File: src/rtl/bus_xcvr_seq_if.sv
// Handshake and bus bundle between a requester and the 74x245 sequencer.
// The requester side drives req/wr/wdata and the sampled A-side bus value.
interface bus_xcvr_seq_if #(
    parameter int WIDTH = 8
);
    logic             req;
    logic             wr;
    logic [WIDTH-1:0] wdata;
    logic [WIDTH-1:0] a_in;
    logic [WIDTH-1:0] a_drv;
    logic             a_oe;
    logic             nen;
    logic             dir;
    logic [WIDTH-1:0] rdata;
    logic             ack;
    logic             busy;

    modport master (
        output req, wr, wdata, a_in,
        input  a_drv, a_oe, nen, dir, rdata, ack, busy
    );

    modport slave (
        input  req, wr, wdata, a_in,
        output a_drv, a_oe, nen, dir, rdata, ack, busy
    );
endinterface

File: src/rtl/bus_xcvr_seq.sv
// Turnaround-safe 74x245 transaction sequencer: IDLE -> TURN -> DRIVE -> DONE.
// Optional XCVR_TURN_SKIP_EN skips TURN when the direction is already correct.
module bus_xcvr_seq #(
    parameter int WIDTH         = 8,
    parameter int TURN_CYCLES   = 1,
    parameter int SETTLE_CYCLES = 2
) (
    input logic               clk,
    input logic               nreset,
    bus_xcvr_seq_if.slave     bus
);
    localparam int MAXC = (TURN_CYCLES > SETTLE_CYCLES) ?
                          TURN_CYCLES : SETTLE_CYCLES;
    localparam int CW   = $clog2(MAXC + 1);
    localparam logic [CW-1:0] TURN_LD   = CW'(TURN_CYCLES - 1);
    localparam logic [CW-1:0] SETTLE_LD = CW'(SETTLE_CYCLES - 1);

    typedef enum logic [1:0] {IDLE, TURN, DRIVE, DONE} state_t;

    state_t           state_q, state_d;
    logic [CW-1:0]    cnt_q, cnt_d;
    logic             nen_q, nen_d;
    logic             dir_q, dir_d;
    logic             a_oe_q, a_oe_d;
    logic [WIDTH-1:0] a_drv_q, a_drv_d;
    logic [WIDTH-1:0] rdata_q, rdata_d;
    logic             ack_q, ack_d;
    logic             busy_q, busy_d;
    logic             skip;

`ifdef XCVR_TURN_SKIP_EN
    // Set once a transaction has completed; only reset clears it.
    logic chain_q, chain_d;
    assign chain_d = chain_q | (state_q == DONE);
    assign skip    = chain_q & (bus.wr == dir_q);

    always_ff @(posedge clk or negedge nreset) begin
        if (!nreset) chain_q <= 1'b0;
        else         chain_q <= chain_d;
    end
`else
    assign skip = 1'b0;
`endif

    always_comb begin
        state_d = state_q;
        cnt_d   = cnt_q;
        nen_d   = 1'b1;
        dir_d   = dir_q;
        a_oe_d  = a_oe_q;
        a_drv_d = a_drv_q;
        rdata_d = rdata_q;
        ack_d   = 1'b0;
        busy_d  = busy_q;
        unique case (state_q)
            IDLE: begin
                a_oe_d = 1'b0;
                busy_d = 1'b0;
                if (bus.req) begin
                    dir_d   = bus.wr;
                    a_drv_d = bus.wdata;
                    a_oe_d  = bus.wr;
                    busy_d  = 1'b1;
                    if (skip) begin
                        state_d = DRIVE;
                        cnt_d   = SETTLE_LD;
                        nen_d   = 1'b0;
                    end else begin
                        state_d = TURN;
                        cnt_d   = TURN_LD;
                    end
                end
            end
            TURN: begin
                if (cnt_q == '0) begin
                    state_d = DRIVE;
                    cnt_d   = SETTLE_LD;
                    nen_d   = 1'b0;
                end else begin
                    cnt_d = cnt_q - 1'b1;
                end
            end
            DRIVE: begin
                if (cnt_q == '0) begin
                    state_d = DONE;
                    ack_d   = 1'b1;
                    if (!dir_q) rdata_d = bus.a_in;
                end else begin
                    cnt_d = cnt_q - 1'b1;
                    nen_d = 1'b0;
                end
            end
            DONE: begin
                state_d = IDLE;
                a_oe_d  = 1'b0;
                busy_d  = 1'b0;
            end
            default: state_d = IDLE;
        endcase
    end

    always_ff @(posedge clk or negedge nreset) begin
        if (!nreset) begin
            state_q <= IDLE;
            cnt_q   <= '0;
            nen_q   <= 1'b1;
            dir_q   <= 1'b0;
            a_oe_q  <= 1'b0;
            a_drv_q <= '0;
            rdata_q <= '0;
            ack_q   <= 1'b0;
            busy_q  <= 1'b0;
        end else begin
            state_q <= state_d;
            cnt_q   <= cnt_d;
            nen_q   <= nen_d;
            dir_q   <= dir_d;
            a_oe_q  <= a_oe_d;
            a_drv_q <= a_drv_d;
            rdata_q <= rdata_d;
            ack_q   <= ack_d;
            busy_q  <= busy_d;
        end
    end

    assign bus.nen   = nen_q;
    assign bus.dir   = dir_q;
    assign bus.a_oe  = a_oe_q;
    assign bus.a_drv = a_drv_q;
    assign bus.rdata = rdata_q;
    assign bus.ack   = ack_q;
    assign bus.busy  = busy_q;
endmodule

File: src/flat_wrapper.sv
// flat-port wrapper written by rule: the top's interface ports become plain ports
module bus_xcvr_seq_flat 
#(
    parameter int WIDTH         = 8,
    parameter int TURN_CYCLES   = 1,
    parameter int SETTLE_CYCLES = 2
)
  (clk, nreset, bus_req, bus_wr, bus_wdata, bus_a_in, bus_a_drv, bus_a_oe, bus_nen, bus_dir, bus_rdata, bus_ack, bus_busy);
  bus_xcvr_seq_if #(.WIDTH(WIDTH)) bus_i ();
  input logic clk;
  input logic nreset;
  input wire logic [$bits(bus_i.req)-1:0] bus_req;
  input wire logic [$bits(bus_i.wr)-1:0] bus_wr;
  input wire logic [$bits(bus_i.wdata)-1:0] bus_wdata;
  input wire logic [$bits(bus_i.a_in)-1:0] bus_a_in;
  output wire logic [$bits(bus_i.a_drv)-1:0] bus_a_drv;
  output wire logic [$bits(bus_i.a_oe)-1:0] bus_a_oe;
  output wire logic [$bits(bus_i.nen)-1:0] bus_nen;
  output wire logic [$bits(bus_i.dir)-1:0] bus_dir;
  output wire logic [$bits(bus_i.rdata)-1:0] bus_rdata;
  output wire logic [$bits(bus_i.ack)-1:0] bus_ack;
  output wire logic [$bits(bus_i.busy)-1:0] bus_busy;
  assign bus_i.req = bus_req;
  assign bus_i.wr = bus_wr;
  assign bus_i.wdata = bus_wdata;
  assign bus_i.a_in = bus_a_in;
  assign bus_a_drv = bus_i.a_drv;
  assign bus_a_oe = bus_i.a_oe;
  assign bus_nen = bus_i.nen;
  assign bus_dir = bus_i.dir;
  assign bus_rdata = bus_i.rdata;
  assign bus_ack = bus_i.ack;
  assign bus_busy = bus_i.busy;
  bus_xcvr_seq #(.WIDTH(WIDTH), .TURN_CYCLES(TURN_CYCLES), .SETTLE_CYCLES(SETTLE_CYCLES)) u_core (.clk(clk), .nreset(nreset), .bus(bus_i));
endmodule
File: config.mk
export PLATFORM = sky130hd
export DESIGN_NAME = bus_xcvr_seq_flat
export DESIGN_NICKNAME = d
export VERILOG_FILES = /design/src/rtl/bus_xcvr_seq_if.sv /design/src/rtl/bus_xcvr_seq.sv /design/src/flat_wrapper.sv
export SDC_FILE = /design/constraint.sdc
export NUM_CORES = 1
export LEC_CHECK = 0
export ABC_AREA = 1
export BUFFER_PORTS_ARGS = -buffer_cell sky130_fd_sc_hd__buf_2
export CORE_ASPECT_RATIO = 0.8
export CORE_MARGIN = 2
export CORE_UTILIZATION = 30
export DETAILED_ROUTE_END_ITERATION = 12
export GPL_ROUTABILITY_DRIVEN = 0
export PLACE_DENSITY = 0.59
export SLEW_MARGIN = 10
export SYNTH_ARGS = -nofsm -noshare
export SYNTH_HDL_FRONTEND = slang
export SYNTH_SLANG_ARGS = --single-unit
export TNS_END_PERCENT = 100
File: constraint.sdc
create_clock -name clk -period 1.85 [get_ports clk]
set_clock_uncertainty 0.15 [all_clocks]
set_input_delay 0.0925 -clock clk [delete_from_list [all_inputs] [get_ports clk]]
set_output_delay 0.0925 -clock clk [all_outputs]
set_load 0.05 [all_outputs]
Yosys cells after proc, flatten, opt, wreduce, memory -nomap -nowiden
Index checks and enable logic that the tools add are counted.
- mux-type cells: 16
- reductions and logical operators: 8
- eq/ne operators: 7
- $add $sub $neg: 1
- bitwise gates (word level): 1
- operator list (operator ; count):
    $mux 2 ; 6
    $reduce_and 3->1 ; 3
    $pmux 2 s4 ; 1
    $pmux 1 s2 ; 3
    $pmux 2 s3 ; 1
    $mux 1 ; 5
    $eq 2x2->1 const B ; 2
    $logic_not 2->1 ; 2
    $ne 2x1->1 const B ; 2
    $ne 2x2->1 const B ; 2
    $reduce_bool 3->1 ; 1
    $eq 2x1->1 const B ; 1
    $reduce_and 2->1 ; 1
    $reduce_bool 2->1 ; 1
    $sub 2x1->2 const B ; 1
    $not 1->1 ; 1
- flip-flop bits (word level): 25
- input bits: 20
- logic and storage cells: 42

Depth between registers and ports, before layout
- depth after elaboration: 3
- depth in mapped cells: 8

Worst setup path after synthesis
Ideal clock, no wire load.
- path type: flip-flop to flip-flop
- start point: reg u_core.state_q[0]
- end point: reg u_core.cnt_q[0]
- cell stages (with the launch flop): 9
- library setup time: 117 ps
- buffers on the path: 1
- setup slack: 505 ps
- arrival: 1078 ps
- required time: 1583 ps
- clock period less this slack: 1345 ps
- cells stage by stage: dfrtp_1 inv_1 ha_1 buf_6 inv_2 nor2_1 nor2_1 nand3_1 nand2_1
- cells in the longest elaborated chain, start to end: 3
- elaborated cells on any way between the ends: 8
- classes of those cells: 4 x eq/ne; 1 x mux; 3 x reduce/logical
- RTL lines (element ; line ; text):
    from (decl) ; bus_xcvr_seq.sv:20 ; state_t state_q, state_d;
    from (signal assigned) ; bus_xcvr_seq.sv:114 ; state_q <= state_d;
    $eq 2x2->1, or another cell as far along ; bus_xcvr_seq.sv:55 ; unique case (state_q)
    $ne 2x2->1 (no source line) / $reduce_bool 3->1 (equally long branches) ; n/a ;
    $reduce_and 3->1 (no source line) ; n/a ;
    to (signal assigned) ; bus_xcvr_seq.sv:115 ; cnt_q <= cnt_d;
    to (decl) ; bus_xcvr_seq.sv:21 ; logic [CW-1:0] cnt_q, cnt_d;
Parallel ways exist; a longest one is shown, timed or not.
A chain may end at the register's enable or synchronous reset.

Worst setup path after layout
Same ends and word-level chain as after synthesis.

==> impl_metrics.py <==
metrics = {
    "run_status": {
        "status": "finished clean",
    },
    "synth": {
        "synth_edf_count": 0,
        "synthTopCellsByArea": "dfrtp_1 (50%), nand2_1 (16%), ha_1 (8.4%), nand3_1 (8.4%), inv_1 (3.1%)",
        "synth.most_common_cell": "nand2_1",
        "async_flop_share": 1.000,
        "synthTopCellsByCount": "nand2_1 (51), dfrtp_1 (24), nand3_1 (20)",
        "synth-main-ff-cell": "dfrtp_1",
        "syn_inst": 135,
        "synth_nets": 163,
        "syn_area_um2": 1196,
        "ys_types": 19,
        "yosys.area.top_type": "dfrtp_1",
        "synth_area_per_cell_um2": 8.860,
        "yosysTopAreaCellShare": 0.5021,
        "synth-seq-cells": 25,
        "ys_seq_area_frac": 0.5241,
        "ys.warnings.count": 0,
    },
    "timing": {
        "slew_viol_final": 0,
        "fin_crit_sh": 0.7870,
        "fmax_ghz": 0.6869,
        "rsz0062_at_grt": "false",
        "hold_violations": 0,
        "fin_setup_tns_ns": 0,
        "setup_violations": 0,
        "tightest_slew_ns": 0.5732,
        "min_period_ns": 1.456,
        "hold_slack_ns": 0.05758,
        "slew_headroom": 0.6179,
    },
    "power": {
        "leakagePower_nw": 0.9446,
        "p_sw_frac": 0.5457,
        "p_sw_w": 0.001794,
        "power_frac_clock": 0.097,
        "p_comb_frac": 0.606,
        "peakVddDrop_uv": 891.2,
        "p_int_w": 0.001494,
        "power.share.sequential": 0.297,
        "p_per_area_nw_per_um2": 1957,
        "power.total_w": 0.003288,
    },
    "global_route": {
        "grt_max_degree": 26,
        "grt_overflow": 0,
        "first_global_vias": 992,
        "grt.total_usage": 0.1324,
        "grt_pass1_wl_mm": 4.526,
        "grt_antenna_before_repair": 0,
    },
    "clocking": {
        "htreeDepth": 1,
        "cts.clk_slew.worst_paths_ns": 0.09,
        "cts_sinks": 25,
        "cts_buffers": 3,
        "root_buffer": "clkbuf_8",
        "insertion_delay_ns": 0.26,
        "cts_buffer_depth": 2,
        "tritoncts": "yes",
    },
    "drt": {
        "drtIter0Drc": 41,
        "drcViolationCount": 0,
        "wl_per_cell_um": 10.80,
        "ant_nets": 0,
        "drt_pass1_iterations": 4,
        "wl_mm": 2.711,
        "vias": 1074,
        "drt-vias-per-instance": 4.279,
    },
    "floorplan": {
        "rows": 20,
        "die_h_um": 60.48,
        "die_area_um2": 4512,
        "ioPinCount": 41,
        "initial_core_util": 0.3145,
        "core_area_um2": 3804,
        "die_w_um": 74.60,
    },
    "final_layout": {
        "fillCellCount": 386,
        "multi_input_comb_area_um2": 493.0,
        "fin_area_um2": 1680,
        "insertedDiodeCount": 0,
        "fin_cells": 251,
        "final_nets": 225,
        "drive_gt1_frac": 0.2908,
        "seq_area_um2": 626.9,
        "synthToLayoutAreaGrowth_pct": 40.48,
    },
    "setup_path": {
        "cp_data_arrival_time_ns": 1.51,
        "cp_max_fo": 5,
        "worstPathRequired_ns": 1.90,
        "critPathCaptureType": "flip-flop",
        "worst_setup_path_start_kind": "flip-flop",
        "worstSetupPathType": "reg -> reg",
    },
    "place": {
        "hpwl_mm": 1.947,
        "dp_cells": 229,
        "placed_area_um2": 1454,
        "io_buffers": 40,
    },
    "hold_path": {
        "hold_class": "in -> reg",
    },
    "job": {
        "max_cap_violations": 0,
    },
}
==> repair_timing <==
action                                 CTS  global route
buffers inserted                         0             0
endpoints found under the hold margin   42             0
gates resized for setup                  0             0
hold buffers                            18             0
==> cell usage in the layout (no fill, tap or decap) <==
cell	Yosys	final
nand3_1	20	20
clkbuf_8	0	3
clkinv_4	1	1
buf_2	0	40
o21ai_2	2	2
inv_1	10	10
clkinv_2	0	1
nand2_4	2	2
a21oi_1	2	2
nor2_1	2	2
ha_1	8	8
dfrtp_1	24	24
nand2_2	2	2
inv_2	3	3
nand3_2	1	1
buf_4	1	1
dfstp_2	1	1
dlygate4sd3_1	0	18
nand2_1	51	51
o21ai_0	1	1
or2_1	1	1
o21ai_1	2	2
==> per-layer routing <==
layer | vias to the layer above | track usage | part of all wire
met2 | 45 | 0.2048 | 0.43
li1 | 547 | - | -
met5 | - | 0 | 0
met1 | 482 | 0.1900 | 0.49
met3 | 0 | 0.04153 | 0.074
met4 | 0 | 0.01531 | 0
==> power groups by stage <==
| stage | Sequential (W) | Combinational [W] | Clock [W] |
|---|---|---|---|
| floorplan | 0.00172 | 0.000803 | 0 |
| global placement | 0.000990 | 0.00197 | 0 |
| detailed placement | 0.000983 | 0.00198 | 0 |
| CTS | 0.000978 | 0.00201 | 0.000335 |
| global route | 0.00101 | 0.00220 | 0.000362 |
| finish | 0.000976 | 0.00199 | 0.000319 |
==> worst paths after layout <==
path                                      from                  end  slack (ns)  depth (start not counted)
max                          u_core.state_q[0]      u_core.cnt_q[0]        0.39                          6
min                                    bus_req      u_core.bus.a_oe        0.06                          3
max reg2reg                  u_core.state_q[0]      u_core.cnt_q[0]        0.39                          6
min reg2reg                u_core.bus.rdata[4]  u_core.bus.rdata[4]        0.32                          2
max in group asynchronous               nreset  u_core.bus.a_drv[0]        0.96                          2
min in group asynchronous               nreset      u_core.bus.a_oe        0.21                          2
==> metrics by stage <==
step,util,setup WS [ns]
3_5_place_dp,0.3822,0.4035
6_report,0.4418,0.3941
3_3_place_gp,0.3822,0.3826
4_1_cts,0.4418,0.3807
5_1_grt,0.4418,0.2774
2_1_floorplan,-,0.5050
==> sequential cells by signal, summed over array words and instances (netlist names) <==
signal	flops
u_core.bus.busy	1
u_core.bus.a_oe	1
u_core.bus.ack	1
u_core.bus.rdata	8
u_core.bus.a_drv	8
u_core.bus.nen	1
u_core.bus.dir	1
u_core.state_q	2
u_core.cnt_q	2
==> cell type report <==
cell class	instances	area share
Sequential cell	25	0.3730
Multi-Input combinational cell	94	0.2934
Timing Repair Buffer	59	0.2308
Tap cell	55	0.04095
Inverter	14	0.03425
Clock buffer	3	0.02457
Clock inverter	1	0.002978
==> logic make-up (layout without fill, tap and decap cells) <==
kind of cell / Yosys count / after routing / synth area share
AND/OR/NAND/NOR: 79 / 79 / 0.2929
flip-flops: 25 / 25 / 0.5241
buffers and inverters: 16 / 77 / 0.06381
adder cells (fa/ha/maj): 8 / 8 / 0.08369
AO/OA/AOI/OAI: 7 / 7 / 0.03556
==> worst max-delay path, stage by stage (launching register included) <==
cell     delay (ns)
dfrtp_1        0.40
inv_1          0.11
ha_1           0.39
inv_2          0.07
a21oi_1        0.12
nand3_1        0.08
nand2_1        0.07
Note: power is estimated with default switching activity, not from simulation.
